<file path="src/rtl/tl_timed_ctrl.sv">
// Timed two-road traffic light controller with all-red clearance on every handover.
// Optional night/fault flash mode is compiled in with `define TL_FLASH_EN.
module tl_timed_ctrl #(
    parameter int CNT_W      = 8,
    parameter int MAIN_MIN_G = 8,
    parameter int YEL_T      = 3,
    parameter int ALLRED_T   = 2,
    parameter int SIDE_MIN_G = 4,
    parameter int SIDE_MAX_G = 10,
    parameter int FLASH_HALF = 4
) (
    input  logic       clk,
    input  logic       Dreset_n,
    input  logic       Dss,
`ifdef TL_FLASH_EN
    input  logic       Dflash,
`endif
    output logic       forMR,
    output logic       forMY,
    output logic       forMG,
    output logic       forSR,
    output logic       forSY,
    output logic       forSG,
    output logic [2:0] eout
);

    typedef enum logic [2:0] {
        MAIN_G   = 3'd0,
        MAIN_Y   = 3'd1,
        ALLRED_A = 3'd2,
        SIDE_G   = 3'd3,
        SIDE_Y   = 3'd4,
        ALLRED_B = 3'd5,
        FLASH    = 3'd6
    } state_t;

    localparam logic [CNT_W-1:0] L_MAIN_MIN = CNT_W'(MAIN_MIN_G - 1);
    localparam logic [CNT_W-1:0] L_YEL      = CNT_W'(YEL_T - 1);
    localparam logic [CNT_W-1:0] L_ALLRED   = CNT_W'(ALLRED_T - 1);
    localparam logic [CNT_W-1:0] L_SIDE_MIN = CNT_W'(SIDE_MIN_G - 1);
    localparam logic [CNT_W-1:0] L_SIDE_MAX = CNT_W'(SIDE_MAX_G - 1);
`ifdef TL_FLASH_EN
    localparam logic [CNT_W-1:0] L_FL_HALF  = CNT_W'(FLASH_HALF);
    localparam logic [CNT_W-1:0] L_FL_WRAP  = CNT_W'(2 * FLASH_HALF - 1);
`endif

    // Illegal parameter sets leave a named marker in the elaborated hierarchy.
    if (FLASH_HALF < 1 || SIDE_MIN_G > SIDE_MAX_G || MAIN_MIN_G < 1 ||
        YEL_T < 1 || ALLRED_T < 1 || SIDE_MIN_G < 1) begin : g_bad_params
    end

    state_t           r_state;
    state_t           w_next;
    logic [CNT_W-1:0] r_cnt;
    logic [CNT_W-1:0] w_cnt_nxt;

    always_comb begin
        w_next = r_state;
        case (r_state)
            MAIN_G:   if (Dss && r_cnt >= L_MAIN_MIN) w_next = MAIN_Y;
            MAIN_Y:   if (r_cnt == L_YEL)             w_next = ALLRED_A;
            ALLRED_A: if (r_cnt == L_ALLRED)          w_next = SIDE_G;
            SIDE_G:   if ((!Dss && r_cnt >= L_SIDE_MIN) || r_cnt == L_SIDE_MAX)
                          w_next = SIDE_Y;
            SIDE_Y:   if (r_cnt == L_YEL)             w_next = ALLRED_B;
            ALLRED_B: if (r_cnt == L_ALLRED)          w_next = MAIN_G;
`ifdef TL_FLASH_EN
            FLASH:    if (!Dflash)                    w_next = ALLRED_B;
`endif
            default:                                  w_next = ALLRED_B;
        endcase
`ifdef TL_FLASH_EN
        if (Dflash) w_next = FLASH;
`endif
    end

    always_comb begin
        w_cnt_nxt = r_cnt;
        if (w_next != r_state)
            w_cnt_nxt = '0;
`ifdef TL_FLASH_EN
        else if (r_state == FLASH && r_cnt == L_FL_WRAP)
            w_cnt_nxt = '0;
`endif
        else if (r_cnt != '1)
            w_cnt_nxt = r_cnt + 1'b1;
    end

    always_ff @(posedge clk) begin
        if (!Dreset_n) begin
            r_state <= MAIN_G;
            r_cnt   <= '0;
        end else begin
            r_state <= w_next;
            r_cnt   <= w_cnt_nxt;
        end
    end

    // Outputs decode the registered state only; no input reaches them directly.
    always_comb begin
        {forMR, forMY, forMG, forSR, forSY, forSG} = 6'b000000;
        eout = r_state;
        case (r_state)
            MAIN_G:             {forMG, forSR} = 2'b11;
            MAIN_Y:             {forMY, forSR} = 2'b11;
            ALLRED_A, ALLRED_B: {forMR, forSR} = 2'b11;
            SIDE_G:             {forMR, forSG} = 2'b11;
            SIDE_Y:             {forMR, forSY} = 2'b11;
`ifdef TL_FLASH_EN
            FLASH: begin
                forMY = (r_cnt < L_FL_HALF);
                forSY = (r_cnt < L_FL_HALF);
            end
`endif
            default:            {forMR, forSR} = 2'b11;
        endcase
    end

endmodule

</file>
<file path="config.mk">
export PLATFORM = sky130hd
export DESIGN_NAME = tl_timed_ctrl
export DESIGN_NICKNAME = d
export VERILOG_FILES = /design/src/rtl/tl_timed_ctrl.sv
export SDC_FILE = /design/constraint.sdc
export NUM_CORES = 1
export LEC_CHECK = 0
export ABC_CLOCK_PERIOD_IN_PS = 1900
export BUFFER_PORTS_ARGS = -buffer_cell sky130_fd_sc_hd__buf_2
export CAP_MARGIN = 20
export CORE_UTILIZATION = 53
export DETAILED_ROUTE_END_ITERATION = 12
export PLACE_DENSITY = 0.74
export SYNTH_ARGS = -nofsm -noshare
export SYNTH_HDL_FRONTEND = slang
export SYNTH_SLANG_ARGS = --single-unit
</file>
<file path="constraint.sdc">
create_clock -name clk -period 1.9 [get_ports clk]
set_input_delay 0.19 -clock clk [delete_from_list [all_inputs] [get_ports clk]]
set_output_delay 0.19 -clock clk [all_outputs]
set_load 0.01 [all_outputs]
</file>
**Word level (Yosys, flattened, before mapping)**

Cells that the tools add are included.

- Bits in registers: 11
- Bits of input ports: 3
- Output and inout bits: 9
- Logic and storage cells: 37

- $add $sub $neg: 1
- $lt $le $gt $ge: 2
- Eq/ne operators: 10
- Muxes and demuxes: 13
- Bitwise gates (word level): 1
- Reduce and logical (&&, ||, !) cells: 8

Operators by type and width:

| cell | number |
|---|---|
| $mux W3 | 6 |
| $pmux W3 S6 | 1 |
| $add A8 B1 Y8 const B | 1 |
| $eq A8 B1 Y1 const B | 1 |
| $eq A8 B2 Y1 const B | 1 |
| $eq A8 B4 Y1 const B | 1 |
| $ge A8 B2 Y1 const B | 1 |
| $ge A8 B3 Y1 const B | 1 |
| $ne A8 B8 Y1 const B | 1 |
| $eq A3 B2 Y1 const B | 2 |
| $eq A3 B3 Y1 const B | 2 |
| $mux W1 | 6 |
| $reduce_or A2 Y1 | 3 |
| $eq A3 B1 Y1 const B | 1 |
| $logic_not A3 Y1 | 1 |
| $ne A3 B3 Y1 | 1 |
| $logic_and A1 B1 Y1 | 2 |
| $logic_not A1 Y1 | 1 |
| $logic_or A1 B1 Y1 | 1 |
| $not A1 Y1 | 1 |

**Logic depth before layout (Yosys ltp)**

- Depth in word-level cells: 7
- Depth in mapped cells: 6
- Mapped depth without buffers: 6

**Least setup slack after synthesis**

No wires, ideal clock.

- Kind: register to register
- Start point: register r_cnt[5]
- End point: register r_cnt[0]
- Library setup time: 88 ps
- Arrival: 1581 ps
- Data required time: 1812 ps
- Setup slack: 232 ps
- Stages on the path, launching flop included: 5
- Path buffers: 0
- Period minus slack after synthesis: 1668 ps
- Cells stage by stage: dfxtp_1 > or4_4 > o311ai_4 > o221ai_2 > nor4b_2

- Longest elaborated chain between the ends: 7
- Elaborated cells on any way between the ends: 18
- Classes of those cells: order compare (2); eq/ne (5); mux (7); reduce/logical (4)

Ends and longest elaborated chain:

| item | line | text |
|---|---|---|
| from (decl) | 54 | `logic [CNT_W-1:0] r_cnt;` |
| from (signal assigned) | 95 | `r_cnt <= w_cnt_nxt;` |
| $ge A8 B2 Y1 | 63 | `SIDE_G: if ((!Dss && r_cnt >= L_SIDE_MIN) \|\| r_cnt == L_SIDE_MAX)` |
| $logic_and A1 B1 Y1 | 63 |  |
| $logic_or A1 B1 Y1 | 63 |  |
| $mux W3 | 63 |  |
| $pmux W3 S6 | 59 | `case (r_state)` |
| $ne A3 B3 Y1 | 79 | `if (w_next != r_state)` |
| $reduce_or A2 Y1 (no line) | -- |  |

Parallel ways exist; a longest one is shown, timed or not.
A chain may end at the register's enable or synchronous reset.

**Final worst setup path**

- Start point: register r_cnt[0]
- End point: register r_cnt[5]

The elaborated chain is that of the path after synthesis.

==> summary by stage <==
Pwr
For this design the ratio of total power to cell area is approximately 510 mW/mm^2. The net switching share of the total power is 0.305. The sequential cell fraction of total power is 0.481. The leakage component of the power is about 0.40 nW.

Of the total power, combinational logic draws 0.207. The net load switching power is approximately 0.16 mW. The peak supply drop is around 0.00047 V.

The portion of total power attributed to the clock network is 0.312. The internal power component is about 0.37 mW.

Finish
The net count of the finished layout is 138. Of the cells placed in the final design, the portion with a size suffix greater than 1 is 0.237. The most common cell after layout, fill and taps aside is sky130_fd_sc_hd__nor2_1. The antenna diode instance count is 0. The library cells used most frequently in the layout, excluding fill and tap cells, are sky130_fd_sc_hd__nor2_1, sky130_fd_sc_hd__buf_2, sky130_fd_sc_hd__nor3_1, sky130_fd_sc_hd__dfxtp_1. The relative area change from synthesis to final layout is 18.9%.

At the end of the flow the core is filled with cells to 0.687.

Clocking
The total clock sinks is 11. The clock-pin slew of the registers on the worst-case setup and hold paths is about 0.070 ns. The buffer type at the clock tree root is sky130_fd_sc_hd__clkbuf_4. In this run the number of H-tree levels came out at 1.

The clock reaches the later pin of the worst-skew pair after roughly 0.28 ns. The largest buffer count on any clock path is 2. The number of buffers inserted during clock tree synthesis is 3. TritonCTS built the clock tree. After clock tree synthesis, the flow added hold-fix buffers numbering 0.

STA
Setup repair after global routing left no endpoint under its margin. Headroom to the max-slew limit came out at 0.666. The final period utilization is 0.950.

The number of failing hold endpoints at the final stage is 0. Setup violations remaining at the end of the flow were counted as 0. The worst-case clock skew is ~0.0017 ns. The pin slew with the least headroom to its limit is roughly 0.50 ns. The max-slew violation total from the final report was 0. Derived from the worst setup path, the maximum achievable clock frequency is 554 MHz.

The final critical-path required period is 1.80 ns. Setup total negative slack on the finished layout was measured at 0 ns.

Worst setup path
The slowest stage of the critical path belongs to the cell sky130_fd_sc_hd__dfxtp_1. The critical path data required time is 2.10 ns. The critical path is of the flop to flop type. The launching element type of the critical path is a flop. The first element of the critical path is r_cnt[0]. On the worst path, the slowest cell contributes a delay of around 0.38 ns. The element type at the critical path end is a flop. The arrival time at the worst endpoint is ~2.0 ns. The worst reg2reg path startpoint is r_cnt[0].

The maximum fanout count along the critical path is 8. The critical path goes through inv_1 -> ha_1 -> and3b_1 -> nor4_4 -> o221ai_4 -> buf_4 -> nor3_1.

Die
Measured along the y axis, the die boundary spans between 40 and 50 microns. The floorplan has 14 rows. In this run the standard cell core region covers ~0.0015 sq mm.

The number of placed I/O pins is 12. From left edge to right edge, the die measures between 40 and 50 microns. The floorplan step defined a die boundary enclosing 0.00183 sq mm. The initial cell density of the core is 0.578.

Yosys
Of all flip-flops after synthesis, the portion carrying an async set or reset was 0. In this run, distinct cell masters in the synthesized netlist total around 40. The count of synthesis-stage warnings from yosys is 0. The synthesized netlist occupies a cell area of ~880 sq um. Counting every instance in the synthesized netlist gives about 120. Counting flops with a built-in enable in the synthesized netlist gives 0. The total nets after synthesis is between 100 and 150. The share of the Yosys chip area taken by registers is 0.250. A synthesized cell averages roughly 7.7 sq um. In this run, synthesis produced a sequential element count of 11. The most used flip-flop cell after synthesis is sky130_fd_sc_hd__dfxtp_1.

Detailed routing
The final antenna-violating net count is 0. The number of design rule violations left after detail routing is 0. The first detailed-routing pass took 4 iterations. The number of vias after detailed routing is around 890. Wires add up to 2140 microns. After detailed routing, the average wire length per cell comes to 14.6 microns. The first-iteration detailed-routing DRC count is 39. Dividing the detail-routed via count by the number of cells gives slightly above 6.

Flow run
Across the run, the number of max-cap violations was 0.

Min path
The start point of the worst hold path is Dreset_n. In this run the worst hold path is classified as input pin to flop.

Place
The final HPWL from detailed placement is between 1500 and 2000 microns. In this run the tool buffered the top-level ports with 11 buffer cells. At the end of routability-driven placement, the weighted congestion stood at between 0.8 and 0.9.

Global routing
The number of global-route vias before repair was approximately 740. The initial antenna violation count is 0. The first global-routing pass estimated 3310 microns of wire.

After global routing the overflow that remains totals 0. Across every metal layer, demand over resource in global routing totals 0.237. The largest net degree at the start of global routing is 15.

Outcome
The run finished with clean final reports.
[power groups by stage]
stage / logic, mW / registers, mW / clock network [mW]
global route: 0.122 / 0.261 / 0.178
floorplan: 0.0841 / 0.254 / 0
global placement: 0.0989 / 0.262 / 0
CTS: 0.101 / 0.257 / 0.174
detailed placement: 0.100 / 0.263 / 0
finish: 0.111 / 0.258 / 0.168
[Yosys cell counts (3+ instances only)]
| library cell | instances | area share |
|---|---|---|
| sky130_fd_sc_hd__ha_1 | 3 | 0.043 |
| sky130_fd_sc_hd__nand3_1 | 6 | 0.034 |
| sky130_fd_sc_hd__nor2b_1 | 3 | 0.021 |
| sky130_fd_sc_hd__and3b_1 | 3 | 0.030 |
| sky130_fd_sc_hd__dfxtp_1 | 11 | 0.25 |
| sky130_fd_sc_hd__inv_1 | 7 | 0.030 |
| sky130_fd_sc_hd__a21oi_1 | 6 | 0.034 |
| sky130_fd_sc_hd__nor3_1 | 9 | 0.051 |
| sky130_fd_sc_hd__o311ai_0 | 3 | 0.030 |
| sky130_fd_sc_hd__clkbuf_1 | 5 | 0.021 |
| sky130_fd_sc_hd__nand4_1 | 4 | 0.028 |
| sky130_fd_sc_hd__o21ai_0 | 6 | 0.034 |
| sky130_fd_sc_hd__nand2_1 | 6 | 0.026 |
| sky130_fd_sc_hd__nor2_1 | 13 | 0.055 |
[area by class of cell]
cell class                      instances  area [sq um]
Fill cell                             126           477
Clock buffer                            4          26.3
Sequential cell                        11           223
Tap cell                               16          20.0
Timing Repair Buffer                   18           108
Multi-Input combinational cell         91           644
Inverter                                7          26.3
[state kept, by name (all words and copies together) (netlist names)]
name and count:
eout 3, r_cnt 8
[cell families after synthesis]
logic type,share of synthesized area
AO/OA/AOI/OAI,0.234
XOR/XNOR,0.00994
adder cells (fa/ha/maj),0.0426
buffers and inverters,0.0554
flip-flops,0.250
multiplexers,0.0114
AND/OR/NAND/NOR,0.396
[per-stage QoR]
stage          cell area [sq um]  std cells  hold slack, ns  setup slack [ns]  total power, mW
2_1_floorplan                881        115           0.386             0.232            0.338
3_3_place_gp                 978        142           0.545             0.121            0.361
3_5_place_dp                 978        142           0.551            0.0411            0.363
4_1_cts                     1000        146           0.255            0.0370            0.531
5_1_grt                     1050        147           0.316           0.00988            0.561
6_report                    1050        147           0.263            0.0958            0.537
[path summary, 6_finish.rpt]
| check | end | slack [ns] | cells past startpoint |
|---|---|---|---|
| max | r_cnt[5] | 0.1 | 7 |
| min | eout[0] | 0.26 | 3 |
| max reg2reg | r_cnt[5] | 0.1 | 7 |
| min reg2reg | r_cnt[5] | 0.58 | 2 |
[layer usage]
layer  global-route usage  vias to the layer above  part of all wire
met3               0.0426                        5             0.040
met4                0.106                        0             0.014
met2                0.394                       22              0.50
met5                    0                        -                 0
li1                     -                      464                 -
met1                0.295                      402              0.44
[critical path, delay by kind of cell (launching register included)]
family	cells	cell delay, ns
AND/OR/NAND/NOR	3	0.65
AO/OA/AOI/OAI	1	0.19
buffers and inverters	2	0.25
adder cells (fa/ha/maj)	1	0.25
flip-flops	1	0.38
[repair_timing]
item,4_1_cts,5_1_grt
resized for setup,0,6
setup buffers,0,1
endpoints found under the setup margin,0,5
No activity file was read; power rests on OpenSTA's default activity.
